File: config.mk
export PLATFORM = sky130hd
export DESIGN_NAME = half_sub
export DESIGN_NICKNAME = d
export VERILOG_FILES = /design/src/rtl/half_sub.sv
export SDC_FILE = /design/constraint.sdc
export NUM_CORES = 1
export LEC_CHECK = 0
export ABC_AREA = 1
export ABC_CLOCK_PERIOD_IN_PS = 1500
export CELL_PAD_IN_SITES_DETAIL_PLACEMENT = 1
export CELL_PAD_IN_SITES_GLOBAL_PLACEMENT = 2
export CORE_AREA = 2 2 39 41
export CTS_BUF_LIST = sky130_fd_sc_hd__clkbuf_8
export CTS_CLUSTER_SIZE = 25
export DETAILED_ROUTE_END_ITERATION = 6
export DIE_AREA = 0 0 41 43
export PLACE_DENSITY_LB_ADDON = 0.08
export SLEW_MARGIN = 20
export SYNTH_ARGS = -nofsm -noshare
export SYNTH_HDL_FRONTEND = slang
export SYNTH_SLANG_ARGS = --single-unit
File: constraint.sdc
create_clock -name clk -period 1.5 [get_ports clk]
set_clock_uncertainty 0.05 [all_clocks]
set_input_delay 0.225 -clock clk [delete_from_list [all_inputs] [get_ports clk]]
set_output_delay 0.225 -clock clk [all_outputs]
set_load 0.02 [all_outputs]
File: src/rtl/half_sub.sv
// half_sub: per-lane half-subtractor (d = a ^ b, bo = ~a & b) behind a
// LATENCY-deep valid-qualified register pipeline. Lanes are independent.
module half_sub #(
    parameter int unsigned WIDTH   = 1,
    parameter int unsigned LATENCY = 1
) (
    input  logic             clk,
    input  logic             rst,
    input  logic             in_valid,
    input  logic [WIDTH-1:0] a,
    input  logic [WIDTH-1:0] b,
    output logic             out_valid,
    output logic [WIDTH-1:0] d,
    output logic [WIDTH-1:0] bo
);

    localparam int unsigned LAST = LATENCY - 1;

    // Per-stage payload: difference and borrow lanes
    typedef struct packed {
        logic [WIDTH-1:0] dif;
        logic [WIDTH-1:0] bor;
    } lane_t;

    lane_t [LATENCY-1:0] stg_q, stg_d;
    logic  [LATENCY-1:0] vld_q, vld_d;

    // Next-stage values: capture upstream only when upstream is valid, else hold data and bubble
    always_comb begin
        stg_d    = stg_q;
        vld_d    = '0;
        vld_d[0] = in_valid;
        if (in_valid) begin
            stg_d[0].dif = a ^ b;
            stg_d[0].bor = ~a & b;
        end
        for (int unsigned i = 1; i < LATENCY; i++) begin
            vld_d[i] = vld_q[i-1];
            if (vld_q[i-1]) begin
                stg_d[i] = stg_q[i-1];
            end
        end
    end

    // Stage registers with synchronous reset that flushes data and valids
    always_ff @(posedge clk) begin
        if (rst) begin
            stg_q <= '0;
            vld_q <= '0;
        end else begin
            stg_q <= stg_d;
            vld_q <= vld_d;
        end
    end

    assign out_valid = vld_q[LAST];
    assign d         = stg_q[LAST].dif;
    assign bo        = stg_q[LAST].bor;

endmodule

After elaboration in Yosys (flattened, before gate mapping)
Cells that the tools add are included.
W data, S select, Z words.

storage, ports and cells
  register bits = 3
  latch bits = 0
  RAM bits = 0
  memory bits (read-only) = 0
  input bits = 5
  memories = 0

operators by class
  add/sub/neg operators = 0
  multipliers = 0
  divide/modulo/power cells = 0
  $lt $le $gt $ge = 0
  eq/ne operators = 0
  shift-type cells = 0
  muxes and demuxes = 0
  bitwise gates (word level) = 3
  reductions and logical operators = 0

operator list
  operator       number
  $and A1 B1 Y1  1
  $not A1 Y1     1
  $xor A1 B1 Y1  1

Logic depth before layout (Yosys ltp)
Gate-level depths: netlist of the first run.

  depth after elaboration = 2
  mapped depth = 5
  gate-level depth less buffers = 5

Worst setup path after synthesis of the first run
OpenSTA, ideal clock, no wires.

  path kind = in2reg
  from = input port a
  to = register stg_q (netlist bit d)
  library setup time = 0.064 ns
  arrival time = 0.676 ns
  data required time = 1.386 ns
  path slack = 0.710 ns
  cell stages on the path = 5
  cells stage by stage = inv_1 > ha_1 > nand2_1 > inv_1 > nor2_1

between the ends
  longest elaborated chain between the ends = 1

RTL lines
  element                 line  source
  start: declaration      10    input logic [WIDTH-1:0] a,
  $xor A1 B1 Y1           34    stg_d[0].dif = a ^ b;
  end signal: assignment  51    stg_q <= stg_d;
  end: declaration        25    lane_t [LATENCY-1:0] stg_q, stg_d;

No other way between the ends.
A chain may end at the register's enable or synchronous reset.

Worst setup path after layout of the first run
  from = register stg_q (netlist bit d)
  to = output port d

RTL lines
  element           line  source
  end: declaration  13    output logic [WIDTH-1:0] d,

No word-level cell between the ends.

==> results of run 1 <==
worst paths after layout:
path / startpoint / end / cells past startpoint
hold / removal: d / d / 2
setup / recovery: d / d / 1
hold reg to reg: d / d / 2
setup reg to reg: bo / bo / 2
report_power, final:
group | switching [mW] | total, mW | internal [mW]
clock | 0.0505 | 0.224 | 0.174
sequential | 0.00198 | 0.0877 | 0.0857
combinational | 0.0180 | 0.0406 | 0.0226
total | 0.0705 | 0.353 | 0.282
placed cells by master (no fill, tap or decap):
cell             instances
o21ai_0                  1
clkbuf_8                 3
nor2_1                   3
o21ai_1                  1
ha_1                     1
nor2_2                   1
clkdlybuf4s50_1          7
inv_1                    5
dfxtp_1                  3
nand2_1                  1
final cells by class:
cell class	instances	area share
Clock buffer	3	0.163
Clock inverter	1	0.0148
Inverter	4	0.0591
Multi-Input combinational cell	8	0.172
Sequential cell	3	0.236
Tap cell	16	0.0788
Timing Repair Buffer	7	0.276
sequential cells by signal, indices dropped and copies added (netlist names):
name,count
bo,1
d,1
out_valid,1
per-stage QoR:
stage          total power, mW  area, um^2
4_1_cts                  0.362         254
5_1_grt                  0.375         254
2_1_floorplan            0.106         119
3_5_place_dp             0.130         209
3_3_place_gp             0.130         209
6_report                 0.353         254
metal layers:
layer | wire length (um) | share of wire | track usage
met1 | 113 | 0.35 | 0.0413
met2 | 144 | 0.45 | 0.0563
met3 | 50 | 0.16 | 0.0366
met4 | 10 | 0.031 | 0.100
met5 | 0 | 0 | 0
logic make-up after synthesis:
family | share of synthesized area
buffers and inverters | 0.126
AND/OR/NAND/NOR | 0.179
AO/OA/AOI/OAI | 0.0841
adder cells (fa/ha/maj) | 0.105
flip-flops | 0.505
==> out/metrics.cfg, run 1 <==
[global_routing]
grt_pass1_wl_um = 510
grt_start_max_net_pins = 5
grt_pass1_vias = 141
antenna_found_initial = 0
grt-ovfl-total = 0
grt_use_total = 0.0530

[detailed_routing]
totalWireLength_um = 319
first_pass_iters = 2
drc = 0
ant_nets = 0
wl_per_cell_um = 7.60
vias = 131
drt_iter0_markers = 4
via_per_inst = 3.12

[critical_path]
critPathMaxStageDelay_ps = 600
critical_path_class = reg -> out
worstPathRequired_ps = 1220
cp-end-kind = output pin
cp_num_buf_inv = 1
cp.arrival_ps = 1130
crit_path_start_kind = flop
crit_family = buffers and inverters
critPathMaxFanout = 2
rrSetupSlack_ps = 820
crit_slowest_cell = clkdlybuf4s50_1
cp_cell_sequence = clkdlybuf4s50_1

[logic_synthesis]
yosysSeqAreaShare = 0.505
synth_common_cells = inv_1, dfxtp_1, nor2_1
synth_edf_count = 0
ys_types = 8
synthArstFlopShare = 0
yosysTopAreaCell = dfxtp_1
synthCells = 15
ys_top_cells_by_area = dfxtp_1, inv_1, ha_1
synth_top_flop_cell = dfxtp_1
syn_area_um2 = 119
syn_avg_cell_area_um2 = 7.92
syn_nets = 21
synth_most_common_cell = inv_1
synth_top_cell_area_share = 0.505
ys_ff_latch = 3
synth_warnings = 0

[floorplanning]
start_util = 0.0859
die_area_um2 = 1760
coreArea_um2 = 1380
fp.dieW_um = 41
std_cell_rows = 14
pin_count = 8
die_y_um = 43

[sta]
post-route-min-period_ps = 1400
report.final.slew_viol_count = 0
rsz0062_at_grt = false
hold_viol = 0
holdWs_ps = 444
setup_viol = 0
clock.fmax_mhz = 712
slew_headroom = 0.860
tightest_slew_ps = 209
fin_crit_sh = 0.936
finalSetupTns_ps = 0
setup_ws_ps = 95.4

[clock_tree]
cts_tree = done
h-tree-depth = 1
clock-root-buffer = clkbuf_8
postCtsSetupBuffers = 0
cts_resized = 0
cts.sinks = 3
clockBufferDepth = 2
cts_buffers = 3
cts_hold_repair.buffers = 0
insertion_delay_ps = 210
path_clk_slew_ps = 30

[run_status]
status = finished, final reports clean

[placed_design]
numPlacedInstances = 38
place_ws_ps = 185
place.gp.congestion = 0.551
numPortBuffers = 7
hpwlAfterDp_um = 245

[layout]
post-route-util = 0.184
n_antenna_cell = 0
multi_input_area_um2 = 43.8
fin_cells = 42
nets = 33
area_delta_synth_final_pct = 114
drive_gt1_frac = 0.154
register_area_um2 = 60.1
n_fill_cell = 167

[job]
maxCapViolations = 0

[pwr]
power_density_nw_per_um2 = 1390
irDropWorstVdd_v = 0.000239
leakage_nw = 0.123

[hold_path]
hold_class = reg -> reg

(Power assumes the default switching activity.)
==> inputs of run 2 (changes only) <==
--- a/config.mk
+++ b/config.mk
@@ -10,10 +10,10 @@
 export CELL_PAD_IN_SITES_DETAIL_PLACEMENT = 1
 export CELL_PAD_IN_SITES_GLOBAL_PLACEMENT = 2
 export CORE_AREA = 2 2 39 41
-export CTS_BUF_LIST = sky130_fd_sc_hd__clkbuf_8
 export CTS_CLUSTER_SIZE = 25
 export DETAILED_ROUTE_END_ITERATION = 6
 export DIE_AREA = 0 0 41 43
+export DONT_BUFFER_PORTS = 1
 export PLACE_DENSITY_LB_ADDON = 0.08
 export SLEW_MARGIN = 20
 export SYNTH_ARGS = -nofsm -noshare
==> run 2 against run 1 <==
  * Flip-flop and latch count unchanged
  * First-iteration DRC count down 100%
  * Design area down 35%
  * Clock-buffer cell count up 1
  * Setup slack better by 460 ps
  * Via count down 23%
  * Wire length down 11%
  * Non-clock buffer count down 7
  * Sequential power up 8.4%
  * Maximum frequency up 49%
  * Global-route usage down 0.40 points
  * Critical path type unchanged
  * Highest routed layer unchanged
==> out/metrics.cfg, run 2 (synthesized netlist as in run 1, its figures left out) <==
[run_status]
status = finished, final reports clean  ; unchanged

[placed_design]
numPortBuffers = 0  ; was 7
placed_cell_area_um2 = 139  ; was 209 um^2
numPlacedInstances = 31  ; was 38
place.gp.congestion = 0.532  ; was 0.551

[layout]
drive_gt1_frac = 0.211  ; was 0.154
stdcell_area_um2 = 165  ; was 254 um^2
post-route-util = 0.119  ; was 0.184
final_cell_mix = inv_1, nor2_1, dfxtp_1, clkbuf_4  ; was clkdlybuf4s50_1, inv_1, nor2_1, dfxtp_1, clkbuf_8
final_common_cell = inv_1  ; was clkdlybuf4s50_1
register_area_um2 = 60.1  ; unchanged
fin_cells = 35  ; was 42
nets = 26  ; was 33
multi_input_area_um2 = 43.8  ; unchanged
area_delta_synth_final_pct = 38.9  ; was 114%
n_fill_cell = 164  ; was 167
n_antenna_cell = 0  ; unchanged

[clock_tree]
cts_tree = done  ; unchanged
postCtsSetupBuffers = 0  ; unchanged
clockBufferDepth = 2  ; unchanged
cts.sinks = 3  ; unchanged
clock-root-buffer = clkbuf_4  ; was clkbuf_8
cts_resized = 0  ; unchanged
insertion_delay_ps = 230  ; was 210 ps
path_clk_slew_ps = 40  ; was 30 ps
cts_hold_repair.buffers = 0  ; unchanged
cts_buffers = 3  ; unchanged
h-tree-depth = 1  ; unchanged

[floorplanning]
die_y_um = 43  ; unchanged
pin_count = 8  ; unchanged
start_util = 0.0859  ; unchanged
std_cell_rows = 14  ; unchanged
fp.dieW_um = 41  ; unchanged
coreArea_um2 = 1380  ; unchanged
die_area_um2 = 1760  ; unchanged

[critical_path]
critPathMaxFanout = 2  ; unchanged
worstPathRequired_ps = 1220  ; about the same
cp.arrival_ps = 670  ; was 1130 ps
path_depth = 0  ; was 1
cp-end-kind = output pin  ; unchanged
critical_path_class = reg -> out  ; unchanged
rrSetupSlack_ps = 720  ; was 820 ps
r2r_cells = 2  ; unchanged
crit_path_start_kind = flop  ; unchanged

[pwr]
p_int_mw = 0.190  ; was 0.282 mW
power_density_nw_per_um2 = 1480  ; was 1390 nW/um^2
p_comb_frac = 0.048  ; was 0.115
switchingPower_mw = 0.0541  ; was 0.0705 mW
power_frac_clock = 0.562  ; was 0.636
p_seq_frac = 0.389  ; was 0.249
irDropWorstVdd_v = 0.000147  ; was 0.000239 V
power_mw = 0.244  ; was 0.353 mW
netSwitchingFraction = 0.221  ; was 0.200
leakage_nw = 0.0848  ; was 0.123 nW

[sta]
report.final.slew_viol_count = 0  ; unchanged
slew_headroom = 0.837  ; was 0.860
hold_viol = 0  ; unchanged
post-route-min-period_ps = 945  ; was 1400 ps
setup_viol = 0  ; unchanged
fin_crit_sh = 0.630  ; was 0.936
tightest_slew_ps = 244  ; was 209 ps
rsz0062_at_grt = false  ; unchanged
finalSetupTns_ps = 0  ; unchanged
clock.fmax_mhz = 1060  ; was 712 MHz

[job]
maxCapViolations = 0  ; unchanged

[hold_path]
hold_class = in -> reg  ; was reg -> reg
min_path_cells = 1  ; was 2

[detailed_routing]
ant_nets = 0  ; unchanged
drt_iter0_markers = 0  ; was 4
drc = 0  ; unchanged
wl_per_cell_um = 8.11  ; was 7.60 um
vias = 101  ; was 131
via_per_inst = 2.89  ; was 3.12
first_pass_iters = 1  ; was 2
totalWireLength_um = 284  ; was 319 um

[global_routing]
grt_pass1_wl_um = 496  ; was 510 um
grt_start_max_net_pins = 5  ; unchanged
grt-ovfl-total = 0  ; unchanged
grt_pass1_vias = 123  ; was 141
antenna_found_initial = 0  ; unchanged
grt_use_total = 0.0490  ; was 0.0530

[run 2: cell types whose count changed in the layout (fill, tap and decap cells not counted)]
cell / before / now
clkbuf_1: 0 / 1
clkbuf_4: 0 / 3
clkbuf_8: 3 / 0
clkdlybuf4s50_1: 7 / 0
inv_1: 5 / 4
[run 2: final timing paths]
check | startpoint | to
hold reg to reg | d | d
hold / removal | rst | out_valid
setup reg to reg | bo | bo
setup / recovery | d | d
[run 2: cell type report]
class,instances,area share
Multi-Input combinational cell,8,0.265
Tap cell,16,0.121
Sequential cell,3,0.364
Inverter,4,0.0909
Clock buffer,4,0.159
[run 2: metal layers]
metal | global-route usage | wire length (um) | share of wire | vias to the layer above
met4 | 0.100 | 10 | 0.035 | 0
met3 | 0.0209 | 47 | 0.17 | 2
met1 | 0.0540 | 106 | 0.37 | 42
met5 | 0 | 0 | 0 | -
li1 | - | - | - | 51
met2 | 0.0406 | 119 | 0.42 | 6
[run 2: power groups by stage]
stage / logic, mW / registers, mW / clock network (mW)
final: 0.0118 / 0.0951 / 0.138
after global routing: 0.0153 / 0.0959 / 0.151
after global placement: 0.0125 / 0.0965 / 0
after floorplan: 0.0101 / 0.0954 / 0
after CTS: 0.0125 / 0.0954 / 0.146
after detailed placement: 0.0124 / 0.0966 / 0
[run 2: metrics by stage]
step / setup WS, ps / hold slack, ps
floorplan: 710 / 247
global placement: 664 / 248
detailed placement: 656 / 254
CTS: 535 / 6.79
global route: 526 / 6.87
finish: 555 / 15.4
==> variant 1 (flow settings as in run 2) <==
The parameter `LATENCY` goes from 1 to 2.
--- a/src/rtl/half_sub.sv
+++ b/src/rtl/half_sub.sv
@@ -2,7 +2,7 @@
 // LATENCY-deep valid-qualified register pipeline. Lanes are independent.
 module half_sub #(
     parameter int unsigned WIDTH   = 1,
-    parameter int unsigned LATENCY = 1
+    parameter int unsigned LATENCY = 2
 ) (
     input  logic             clk,
     input  logic             rst,
Behaviour: not the same (Yosys sat finds a counterexample within 4 cycles, from zero or initial values and one cycle with rst high).
==> variant 1 against run 2 <==
Sequential cell count increased by 3. Via count increased by 62%. Wire length increased by 55%. Worst setup slack got worse by 0.014 ns. First-iteration DRC count increased by 1. Area after synthesis increased by 76%. Sequential power increased by 90%. Total power increased by 42%. Cell area increased by 58%.
==> variant 1: results (changes against run 2) <==
biggest area contributors in the synthesized netlist=sky130_fd_sc_hd__dfxtp_1, sky130_fd_sc_hd__nor2_1, sky130_fd_sc_hd__o21ai_0, sky130_fd_sc_hd__inv_1, sky130_fd_sc_hd__ha_1; global placer's final weighted congestion=0.5764 (+8.4%); met1 GRT Util=0.09295 (+0.03898); crit path from=bo; sequential cell area fraction in the yosys report=0.5749 (+0.06959); syn_nets=32 (+52%); net switching power figure=78.97 uW (+46%); total routed wire length on the met1 layer=211 um (+99%); power attributed to combinational cells=19.9 uW (+69%); Post-Place Setup Slack=0.6787 ns (+0.02268 ns); share of layout cells above drive strength 1=0.1333 (-0.07719); instance area at placement=229.0 um^2 (+65%); number of buffer cells added on primary ports=0 (unchanged); length of the first detailed-routing pass in iterations=2 (+1); layout net count=38 (+46%); relative contribution of sequential cells to total power=0.520 (+0.131); worst slew margin relative to its limit=0.8371 (about the same); crit path capture=bo; worst vdd rail ir drop=0.0001413 V (-3.6%); outcome=completed; total detailed-routing wirelength=440 um (+55%); Highest Signal Layer=met3; Hold Crit Endpoint=vld_q[0]; vias in the first global route=175 (+42%); standby leakage power=0.0001293 uW (+52%); combined global-route utilization of all metal layers=0.07121 (+0.02221); top post-synthesis cells by count=sky130_fd_sc_hd__nor2_1, sky130_fd_sc_hd__dfxtp_1, sky130_fd_sc_hd__inv_1, sky130_fd_sc_hd__o21ai_0; number of cells on the worst hold path=2 (+1); met3 usage=0.03665 (+0.01571); hold-fix buffer count after cts=1 (+1); violation count after the first detailed-route iteration=1 (+1); wire length of the first global-routing pass=765 um (+54%); worst setup slack after layout=0.5404 ns (-0.01435 ns); HP Start=in_valid
## variant 1: logic make-up (layout without fill, tap and decap cells)
group                      count (synthesis)  count (layout)  share of synthesized area
buffers and inverters                      5               9                    0.08978
and+or+nand+nor                           10              10                     0.1796
DFF                                        6               6                     0.5749
AOI/OAI and AO/OA                          4               4                    0.09581
adders and majority gates                  1               1                    0.05987
## variant 1: through the flow
step | instances | util | hold slack, ns | total power (uW)
after detailed placement | 42 | 0.1655 | 0.2504 | 201.6
after floorplan | 26 | - | 0.2474 | 196.3
after global placement | 42 | 0.1655 | 0.2508 | 201.0
after CTS | 46 | 0.1890 | 0.05928 | 362.7
after global routing | 46 | 0.1890 | 0.07108 | 376.4
final | 46 | 0.1890 | 0.07388 | 348.1
## variant 1: cell type report
| class | count | area, um^2 |
|---|---|---|
| tap | 16 | 20.02 |
| inverter | 5 | 18.77 |
| sequential | 6 | 120.1 |
| multi-input combinational | 15 | 70.07 |
| fill | 172 | 1122 |
| clock buffer | 3 | 22.52 |
| timing repair buffer | 1 | 10.01 |
==> variant 2 (config.mk and constraints of run 2) <==
Made on the original files. Put a register stage on the outputs `out_valid`, `d` and `bo`, cleared by the reset. The values now appear one clock later.
--- a/src/rtl/half_sub.sv
+++ b/src/rtl/half_sub.sv
@@ -53,9 +53,17 @@
         end
     end
 
-    assign out_valid = vld_q[LAST];
-    assign d         = stg_q[LAST].dif;
-    assign bo        = stg_q[LAST].bor;
+    always_ff @(posedge clk) begin
+        if (rst) begin
+            out_valid <= '0;
+            d         <= '0;
+            bo        <= '0;
+        end else begin
+            out_valid <= vld_q[LAST];
+            d         <= stg_q[LAST].dif;
+            bo        <= stg_q[LAST].bor;
+        end
+    end
 
 endmodule
 
Check against the original RTL: not equivalent (Yosys sat finds a counterexample within 4 cycles, from zero or initial values and one cycle with rst high).
==> variant 2 against run 2 <==
Wire length up 30%. Sequential cell count up 3. Critical path type unchanged. Sequential share of layout area up 11 points. Die area unchanged. Worst setup slack better by 0.016 ns. Cell area up 52%. Area after synthesis up 67%. Total power up 38%. Synthesized cell count up 60%. Global-route usage up 1.5 points. Register-to-register slack better by 0.12 ns. Non-clock buffer count up 1. Cell count up 26%. Via count up 48%.
==> variant 2: results (changes against run 2) <==
outcome=completed; standby leakage power=0.0001251 uW (+47%); crit path from=d; clock tree root buffer cell=sky130_fd_sc_hd__clkbuf_4; fill count=169 (+3.0%); top register by number of flip-flops=stg_q; routed vias=149 (+48%); worst reg2reg setup slack=0.84 ns (+0.12 ns); post-DR wirelength/cell=8.386 um (+3.4%); area fraction in compound gates after synthesis=0.05031 (-0.03390); net switching power figure=71.41 uW (+32%); worst slew margin relative to its limit=0.8656 (+0.02815); number of cells on the worst hold path=2 (+1); relative contribution of sequential cells to total power=0.521 (+0.132); vias in the first global route=161 (+31%); number of distinct library cells after synthesis=7 (-1); Hold Crit Endpoint=vld_q; combined global-route utilization of all metal layers=0.06413 (+0.01513); share of layout cells above drive strength 1=0.1429 (-0.06767); syn_nets=30 (+43%); worst vdd rail ir drop=0.0001471 V (+0.30%); top post-synthesis cells by count=sky130_fd_sc_hd__nor2_1, sky130_fd_sc_hd__dfxtp_1, sky130_fd_sc_hd__inv_1; violation count after the first detailed-route iteration=3 (+3); hold-fix buffer count after cts=1 (+1); HP Start=in_valid; sequential cell area fraction in the yosys report=0.6038 (+0.09851); Reg2Reg Capture Point=stg_q[0]; maximum fanout count along the critical path=1 (-1); wire length of the first global-routing pass=655 um (+32%); global placer's final weighted congestion=0.6214 (+17%); RR Startpoint=stg_q[0]; layout net count=36 (+38%); biggest area contributors in the synthesized netlist=sky130_fd_sc_hd__dfxtp_1, sky130_fd_sc_hd__nor2_1, sky130_fd_sc_hd__inv_1, sky130_fd_sc_hd__ha_1, sky130_fd_sc_hd__o21ai_0
[variant 2: changes by cell type in the layout (fill, tap and decap cells not counted), sizes merged]
cell / before / now
clkbuf: 4 / 3
dfxtp: 3 / 6
dlygate4sd3: 0 / 1
inv: 4 / 7
nor2: 4 / 7
[variant 2: final cells by class]
cell class | instances | share of cell area
flip-flops and latches | 6 | 0.4776
multi-input cells | 11 | 0.2090
inverters | 7 | 0.1045
clock buffers | 3 | 0.08955
well taps | 16 | 0.07960
repair buffers | 1 | 0.03980
[variant 2: through the flow]
stage	utilization	cells	instance area, um^2	hold WS, ns
global route	0.1817	44	251.5	0.06738
detailed placement	0.1582	40	219.0	0.2499
CTS	0.1817	44	251.5	0.05968
floorplan	-	24	198.9	0.2462
finish	0.1817	44	251.5	0.06737
global placement	0.1582	40	219.0	0.2473
[variant 2: per-layer routing]
metal | track usage | part of all wire
met4 | 0.1200 | 0.033
met2 | 0.05625 | 0.40
met5 | 0 | 0
met1 | 0.07348 | 0.46
met3 | 0.02618 | 0.10
